--- config.mk ---
export PLATFORM = sky130hd
export DESIGN_NAME = pipeline_register_skid
export DESIGN_NICKNAME = d
export VERILOG_FILES = /design/src/rtl/pipeline_register_skid.sv
export SDC_FILE = /design/constraint.sdc
export NUM_CORES = 1
export LEC_CHECK = 0
export ABC_AREA = 1
export CORE_ASPECT_RATIO = 1.25
export CORE_MARGIN = 8
export CORE_UTILIZATION = 50
export CTS_BUF_LIST = sky130_fd_sc_hd__clkbuf_8 sky130_fd_sc_hd__clkbuf_16
export CTS_CLUSTER_DIAMETER = 60
export DETAILED_ROUTE_END_ITERATION = 12
export DONT_BUFFER_PORTS = 1
export PLACE_DENSITY_LB_ADDON = 0.1
export SLEW_MARGIN = 20
export SYNTH_ARGS = -nofsm -noshare
export SYNTH_HDL_FRONTEND = slang
export SYNTH_SLANG_ARGS = --single-unit
export TNS_END_PERCENT = 5
--- constraint.sdc ---
create_clock -name clk_i -period 1.38 [get_ports clk_i]
set_input_delay 0.414 -clock clk_i [delete_from_list [all_inputs] [get_ports clk_i]]
set_output_delay 0.414 -clock clk_i [all_outputs]
set_load 0.05 [all_outputs]
--- src/rtl/pipeline_register_skid.sv ---
// Elastic one-stage pipeline register with a valid/ready handshake on both sides and a skid entry.
// Optional synchronous flush is enabled by defining PIPELINE_REGISTER_SKID_FLUSH_EN.
module pipeline_register_skid #(
  parameter int                 nb_bits   = 32,
  parameter logic [nb_bits-1:0] rst_value = '0
) (
  input  logic               clk_i,
  input  logic               rst_i,
  input  logic               flush_i,
  input  logic               in_valid_i,
  output logic               in_ready_o,
  input  logic [nb_bits-1:0] D_i,
  output logic               out_valid_o,
  input  logic               out_ready_i,
  output logic [nb_bits-1:0] Q_o
);

  typedef enum logic [1:0] {
    EMPTY = 2'b00,
    BUSY  = 2'b01,
    FULL  = 2'b10
  } state_t;

  state_t             state_reg, state_next;
  logic [nb_bits-1:0] main_reg, main_next;
  logic [nb_bits-1:0] skid_reg, skid_next;
  logic               accept, take;

  // Handshake flags come only from registered state, so ready never sees out_ready_i.
  assign out_valid_o = (state_reg != EMPTY);
  assign in_ready_o  = (state_reg != FULL);
  assign Q_o         = main_reg;

  assign accept = in_valid_i & in_ready_o;
  assign take   = out_valid_o & out_ready_i;

`ifndef PIPELINE_REGISTER_SKID_FLUSH_EN
  logic flush_unused;
  assign flush_unused = flush_i;
`endif

  always_comb begin
    state_next = state_reg;
    main_next  = main_reg;
    skid_next  = skid_reg;
    case (state_reg)
      EMPTY: begin
        if (accept) begin
          state_next = BUSY;
          main_next  = D_i;
        end
      end
      BUSY: begin
        if (accept && take) begin
          main_next = D_i;
        end else if (accept) begin
          state_next = FULL;
          skid_next  = D_i;
        end else if (take) begin
          state_next = EMPTY;
        end
      end
      FULL: begin
        if (take) begin
          state_next = BUSY;
          main_next  = skid_reg;
        end
      end
      default: state_next = EMPTY;
    endcase
`ifdef PIPELINE_REGISTER_SKID_FLUSH_EN
    // Flush drops every held or in-flight beat but leaves the data registers untouched.
    if (flush_i) begin
      state_next = EMPTY;
      main_next  = main_reg;
      skid_next  = skid_reg;
    end
`endif
  end

  always_ff @(posedge clk_i or negedge rst_i) begin
    if (!rst_i) begin
      state_reg <= EMPTY;
      main_reg  <= rst_value;
      skid_reg  <= rst_value;
    end else begin
      state_reg <= state_next;
      main_reg  <= main_next;
      skid_reg  <= skid_next;
    end
  end

endmodule

Yosys cells after proc, flatten, opt, wreduce, memory -nomap -nowiden
Index checks and enable logic that the tools add are counted.
{ "word_totals": {"reg_bits": 66} }
{ "op_classes": {"bitwise": 3, "mux": 10, "reduce_logical": 7, "eq_ne": 8} }
{ "op_table": {"columns": ["op", "count"], "rows": [
  ["32-bit 2-to-1 mux", 3],
  ["32-bit one-hot mux with 3 select lines", 1],
  ["2-bit 2-to-1 mux", 5],
  ["2-bit inequality test (second input constant)", 5],
  ["4-bit AND reduction", 2],
  ["2-bit one-hot mux with 3 select lines", 1],
  ["3-bit inequality test (second input constant)", 1],
  ["3-bit AND reduction", 1],
  ["3-bit nonzero test", 1],
  ["1-bit bitwise AND", 2],
  ["2-bit by 1-bit == test with 1-bit output (second input constant)", 1],
  ["2-bit == test (second input constant)", 1],
  ["2-bit logical NOT", 1],
  ["2-bit nonzero test", 1],
  ["1-bit logical AND", 1],
  ["1-bit NOT", 1]
]} }

Longest topological paths before layout
{ "logic_depth": {"word_depth": 6, "mapped_depth": 7} }

Worst setup path after synthesis
No wires, ideal clock.
{ "synth_path": {"path_type": "flip-flop to output port", "start": "register state_reg[0]", "end": "output port in_ready_o", "required_ps": 966, "path_stages_with_launch": 4, "arrival_time_ps": 943, "path_buffers": 1, "slack_ps": 23, "path_cell_list": "dfrtp_1 inv_1 nand2_1 buf_2"} }
{ "synth_via": {"elab_chain_len": 1} }
{ "synth_lines": {"columns": ["item", "line", "source"], "rows": [
  ["from (decl)", "24", "state_t state_reg, state_next;"],
  ["from (signal assigned)", "87", "state_reg <= state_next;"],
  ["2-bit inequality test", "31", "assign in_ready_o = (state_reg != FULL);"],
  ["to (decl)", "11", "output logic in_ready_o,"]
]} }
Every way passes these cells.

Final worst setup path
{ "layout_path": {"start": "register state_reg[1]", "end": "output port out_valid_o"} }
{ "layout_via": {"elab_chain_len": 1} }
{ "layout_lines": {"columns": ["item", "line", "source"], "rows": [
  ["2-bit nonzero test", "30", "assign out_valid_o = (state_reg != EMPTY);"],
  ["to (decl)", "13", "output logic out_valid_o,"]
]} }
Every way passes these cells.

==> reports/results.txt <==
die width: 86.80 um
Final Hold Viols: 66
syn nets: 433
mean post-synth cell area: 7.912 um^2
LEAKAGE: 2.001 nW
top cell type's share of synthesized area: 52.72%
Site Rows: 32
Core ar.: 6126 um^2
Startpoint Class: flip-flop
initial drt markers: 152
synth unique cells: 17
Layout Cells excl Fill: 497
Initial Util: 51.14%
Post-Route Utilization: 59.62%
H-Tree Depth: 3
outcome: finished with violations
share of cells above drive strength 1: 21.84%
Critical Path RT: 0.97 ns
Crit Path Class: reg2out
critical-path cell list: nor2_2 > buf_4 > inv_2 > buf_12
vias in the first global route: 2274
Overall Global Routing Usage: 16.29%
HP Class: in2async
Worst setup EP type: output port
Max-cap violations: 0
first-pass GRT wire length: 11.47 mm
PnR worst setup slack: -0.2205 ns
NumNets Final: 445
Crit-path slowest cell: dfrtp_1
worst setup path startpoint: state_reg[1]
root buf cell: clkbuf_8
CTS tree: yes
max_slew headroom: 81.51%
Worst Path Buf+Inv: 3
Synth area leaders: dfrtp_1 53%, nand2_1 24%, nand3_1 5.6%, inv_1 4.3%, buf_6 3.2%
Syn Std Cell Area: 3133 um^2
Clock Path Buffers: 2
GP Congestion: 0.8015
First-pass DRT Iterations: 4
register area share after synthesis: 52.72%
clk slew on worst S/H paths: 0.07 ns
TritonCTS Sinks: 66
fmax: 624.8 MHz
final setup fails: 21
Crit path largest cell delay: 0.41 ns
CP max FO: 3
Synth warnings: 0
number of I/O pins: 71
ANT nets after route: 0
vias: 2346
Critical Path AT: 1.19 ns
Die Y: 104.5 um
RSZ-0062 raised after global routing: true
worst vdd ir: 1.124 mV
drt drc: 0
Syn Inst Count: 396
final wirelength: 6.913 mm
Final Skew: 0.007211 ns
CP top delay family: flip-flops
largest area contributor in the netlist: dfrtp_1
Remaining Overflow, GRT: 0
Tcrit/Tclk final: 116.0%
largest net degree at the start of global routing: 67
die area: 9071 um^2
failing checks: hold timing, setup timing
cell total after placement: 477
Post-DP HPWL: 4.445 mm
Seq cells post-synth: 66
clk_lat worst skew: 0.34 ns
Worst Max-Slew Pin Slew: 0.2773 ns
WL per Instance: 13.91 um
port buffer count: 0
Period minus WS final: 1.601 ns
Fillers: 588
P per Cell Area: 2674 nW/um^2
DR vias/cell: 4.720
initial antenna violation count: 0
Num CTS Buffers: 9
hold slack final: -0.2355 ns
Slew Limit Fails: 0
Layout area overhead: 16.57%
RR Startpoint: state_reg[1]
n_diodes: 0
routing by layer:
| metal | routed length [um] | up-vias | global-route usage, % |
|---|---|---|---|
| met4 | 54 | 0 | 6.049 |
| met5 | 0 | - | 0 |
| met1 | 2835 | 1055 | 18.41 |
| met2 | 3460 | 52 | 26.26 |
| met3 | 563 | 5 | 7.273 |
| li1 | - | 1234 | - |
power by group:
group          switching [W]  internal, W  total, W
Combinational        0.00163      0.00123   0.00285
Sequential           0.00216      0.00298   0.00513
Clock               0.000705      0.00107   0.00178
cell usage in the layout, fill, tap and decap left out:
master	count
nand3_1	34
clkbuf_8	14
buf_6	1
dfrtp_1	35
buf_4	14
dfrtp_2	31
inv_1	34
o21ai_2	10
buf_8	1
nor2_2	2
nor2_4	1
o21bai_4	1
inv_6	1
nand3_4	1
buf_12	5
o21ai_0	7
inv_2	3
bufinv_16	1
bufbuf_16	2
nand2_1	197
nand2_4	1
nand3_2	1
o21ai_1	15
path summary, 6_finish.rpt:
| path | cells past startpoint | slack, ns | to |
|---|---|---|---|
| min in group clk_i | 2 | 0.20 | skid_reg[28] |
| max in group asynchronous | 0 | 1.51 | Q_o[29] |
| max reg2reg | 9 | -0.02 | Q_o[22] |
| min | 0 | -0.24 | Q_o[19] |
| max | 4 | -0.22 | out_valid_o |
| min reg2reg | 2 | 0.48 | skid_reg[8] |
through the flow:
stage                     hold WS, ns  TNS (ns)  instance area (um^2)  power (W)  setup slack [ns]
after floorplan                0.1184         0                  3133   0.006967           0.02305
after global placement         0.1206  -0.05828                  3272   0.007659          -0.02607
after detailed placement       0.1204  -0.05141                  3272   0.007752          -0.02100
after CTS                     -0.2508   -0.4547                  3623   0.009800           -0.2327
after global routing          -0.2637    -2.906                  3652    0.01044           -0.2677
final                         -0.2355   -0.5294                  3652   0.009766           -0.2205
worst reg2reg max path: stages (launching register included):
cell	delay, ns
dfrtp_1	0.41
nor2_2	0.15
buf_4	0.12
buf_4	0.09
nand2_1	0.05
buf_4	0.14
nand3_4	0.09
buf_8	0.15
nand2_1	0.06
nand2_1	0.07
layout make-up:
class | instances | area [um^2] | share of cell area (%)
multi-input combinational | 270 | 1189 | 32.55
sequential | 66 | 1690 | 46.28
clock inverter | 1 | 30.03 | 0.8222
clock buffer | 14 | 192.7 | 5.276
tap | 85 | 106.4 | 2.912
timing repair buffer | 23 | 296.5 | 8.119
inverter | 38 | 147.6 | 4.042
cells by family after synthesis:
logic type	share of synthesized area, %
AO/OA/AOI/OAI	6.909
buffers and inverters	10.06
flip-flops	52.72
AND/OR/NAND/NOR	30.31
cells in the mapped netlist:
library cell and count:
nand2_1 198, dfrtp_1 66, inv_1 36, nand3_1 35
o21ai_1 15, o21ai_2 10, buf_2 9, buf_6 9
o21ai_0 7, buf_4 3, inv_2 2, clkbuf_1 1
nand3_2 1, nor2_1 1, nor2_2 1, nor2_4 1
o21bai_4 1
repair_timing:
| action | 4_1_cts | 5_1_grt |
|---|---|---|
| pin swaps | 1 | 1 |
| resized for setup | 36 | 5 |
| gates cloned | 2 | 0 |
| setup buffers | 2 | 1 |
| endpoints found under the hold margin | 66 | 66 |
| setup endpoints to repair | 46 | 43 |
(Power assumes the default switching activity.)
==> patch: new RTL, same flow settings <==
Build with the macro `PIPELINE_REGISTER_SKID_FLUSH_EN` defined.
--- a/src/rtl/pipeline_register_skid.sv
+++ b/src/rtl/pipeline_register_skid.sv
@@ -1,5 +1,7 @@
 // Elastic one-stage pipeline register with a valid/ready handshake on both sides and a skid entry.
 // Optional synchronous flush is enabled by defining PIPELINE_REGISTER_SKID_FLUSH_EN.
+`define PIPELINE_REGISTER_SKID_FLUSH_EN
+
 module pipeline_register_skid #(
   parameter int                 nb_bits   = 32,
   parameter logic [nb_bits-1:0] rst_value = '0
Formal check against the unedited RTL: not equivalent (Yosys sat finds a counterexample within 4 cycles, from zero or initial values and one cycle with rst_i low).
==> patch against the original RTL <==
  * The run still ends with negative hold slack, negative setup slack left
  * Sequential cell count stayed put
  * Hold slack better by 0.0039 ns
  * Routed wire length is 21% higher
  * Setup slack better by 0.077 ns
  * Area after synthesis is 2.5% higher
  * Non-clock buffer count is 4 higher
  * Cell area is 2.4% higher
  * Critical endpoint unchanged
  * Largest cell class unchanged
  * Highest routed layer unchanged
Power is not compared: it rests on default switching activity, and its combinational part moved more than twofold at a synthesized area within 25%.
==> patch: results (changes against the original RTL) <==
Global route
- **first-pass GRT wire length** 14400 um, +26%
- **met2 usage** 33.3%, +7.1 points
- **met1 GRT Util** 22.6%, +4.2 points
- **Total Routing Usage GR** 19.6%, +3.3 points
- **via count of the first global-routing pass** 2842, +25%
- **M3 GR Usage** 4.66%, -2.6 points

Placement
- **Area after DPL** 3390 um2, +3.7%
- **number of cells in the design after placement** 489, +2.5%
- **Routability Congestion** 0.759, -5.3%
- **# port buffers** 0, unchanged
- **final HPWL from detailed placement** 5320 um, +20%

Logic synthesis
- **number of distinct library cell variants in the gate-level netlist after synthesis** 20, +3
- **synthesized net count** 451, +4.2%
- **share of flip-flops with an asynchronous set or reset** 100%, unchanged
- **commonest cells in the netlist** sky130_fd_sc_hd__nand2_1 (197), sky130_fd_sc_hd__nand3_1 (98), sky130_fd_sc_hd__dfrtp_1 (66)
- **sequential share of the synthesized area** 51.4%, -1.3 points
- **syn_area_per_cell** 7.76 um2, -2.0%
- **top post-synthesis cells by area** sky130_fd_sc_hd__dfrtp_1 (51%), sky130_fd_sc_hd__nand2_1 (23%), sky130_fd_sc_hd__nand3_1 (15%), sky130_fd_sc_hd__buf_2 (3.0%), sky130_fd_sc_hd__buf_4 (1.6%)

Timing
- **Slew HR** 81.3%, -0.26 points
- **final setup violation count** 50, +140%
- **Final Hold Fails** 66, unchanged
- **setup skew after layout** 0.00948 ns, +0.00227 ns
- **Post-Route Setup TNS** -1.59 ns, -1.06 ns
- **final worst setup slack** -0.144 ns, +0.0767 ns
- **worst-case hold slack** -0.232 ns, +0.00391 ns

Drt
- **average wire per cell in the routed design** 16.4 um, +18%
- **via count** 2752, +17%
- **total met2 wirelength after detailed routing** 4390 um, +27%
- **starting DRC count in detailed routing** 145, -4.6%
- **highest metal layer used by the detailed router** met4
- **wire length on met3** 690 um, +23%
- **sum of routed wire segments on met1** 3250 um, +14%

Cells and area
- **number of cells in the finished layout apart from fillers** 512, +3.0%
- **number of nets in the layout** 460, +3.4%
- **layout cells sized above 1** 21.1%, -0.77 points
- **number of fill cells in the layout** 561, -4.6%

Power
- **P_leak** 1.99 nW

Outcome
- **run status** finished with violations
- **violations in the final reports** negative hold slack, negative setup slack

Worst setup path
- **highest fanout seen on the critical path** 4, +1
- **CP peak stage delay** 0.47 ns, +0.06 ns
- **slowest cell on the critical path** sky130_fd_sc_hd__dfrtp_2
- **worst path arrival time** 1.11 ns, -0.08 ns
- **cell type group with the largest total delay on the critical path** flip-flops

Clock network
- **Num CTS Buffers** 9, unchanged

Hold path
- **worst min-delay path class** in2async

patch: final cells by class:
| type | instances | area, um2 | share of cell area [%] |
|---|---|---|---|
| clock inverter | 2 | 11.3 | 0.301 |
| inverter | 6 | 25.0 | 0.669 |
| clock buffer | 13 | 179 | 4.78 |
| timing repair buffer | 27 | 339 | 9.07 |
| tap | 85 | 106 | 2.84 |
| multi-input combinational | 313 | 1390 | 37.0 |
| sequential | 66 | 1690 | 45.3 |
patch: stage by stage:
stage | setup WS, ns | util [%]
after floorplan | 0.0373 | -
after global placement | 0.0914 | 54.7
after detailed placement | 0.0377 | 54.7
after CTS | -0.160 | 60.3
after global routing | -0.196 | 60.3
final | -0.144 | 60.3
patch: repair_timing:
action | 4_1_cts | 5_1_grt
gates resized for setup | 40 | 0
endpoints found under the hold margin | 66 | 66
setup endpoints to repair | 34 | 66
gates cloned | 1 | 0
buffers inserted | 7 | 0
pin swaps | 3 | 0
patch: cells by family after synthesis:
| group | after synthesis | share of synthesized area [%] |
|---|---|---|
| simple gates | 311 | 42.2 |
| flops | 66 | 51.4 |
| compound gates | 2 | 0.390 |
| buf+inv | 35 | 5.96 |
patch: path summary, 6_finish.rpt:
check                             startpoint            to  slack (ns)  depth (start not counted)
min in group clk_i                   D_i[13]  skid_reg[13]        0.21                          2
max in group asynchronous              rst_i        Q_o[8]        1.47                          0
worst min register to register  skid_reg[25]  skid_reg[25]        0.47                          2
worst max-delay path            state_reg[1]   out_valid_o       -0.14                          3
worst min-delay path                   rst_i        Q_o[3]       -0.23                          0
worst max register to register  state_reg[1]       Q_o[31]       -0.05                          7
patch: power by group:
group | switching (W) | internal [W] | leakage (nW)
Clock | 0.000709 | 0.000834 | 0.0989
Sequential | 0.00135 | 0.00262 | 0.784
Combinational | 0.000764 | 0.000568 | 1.11
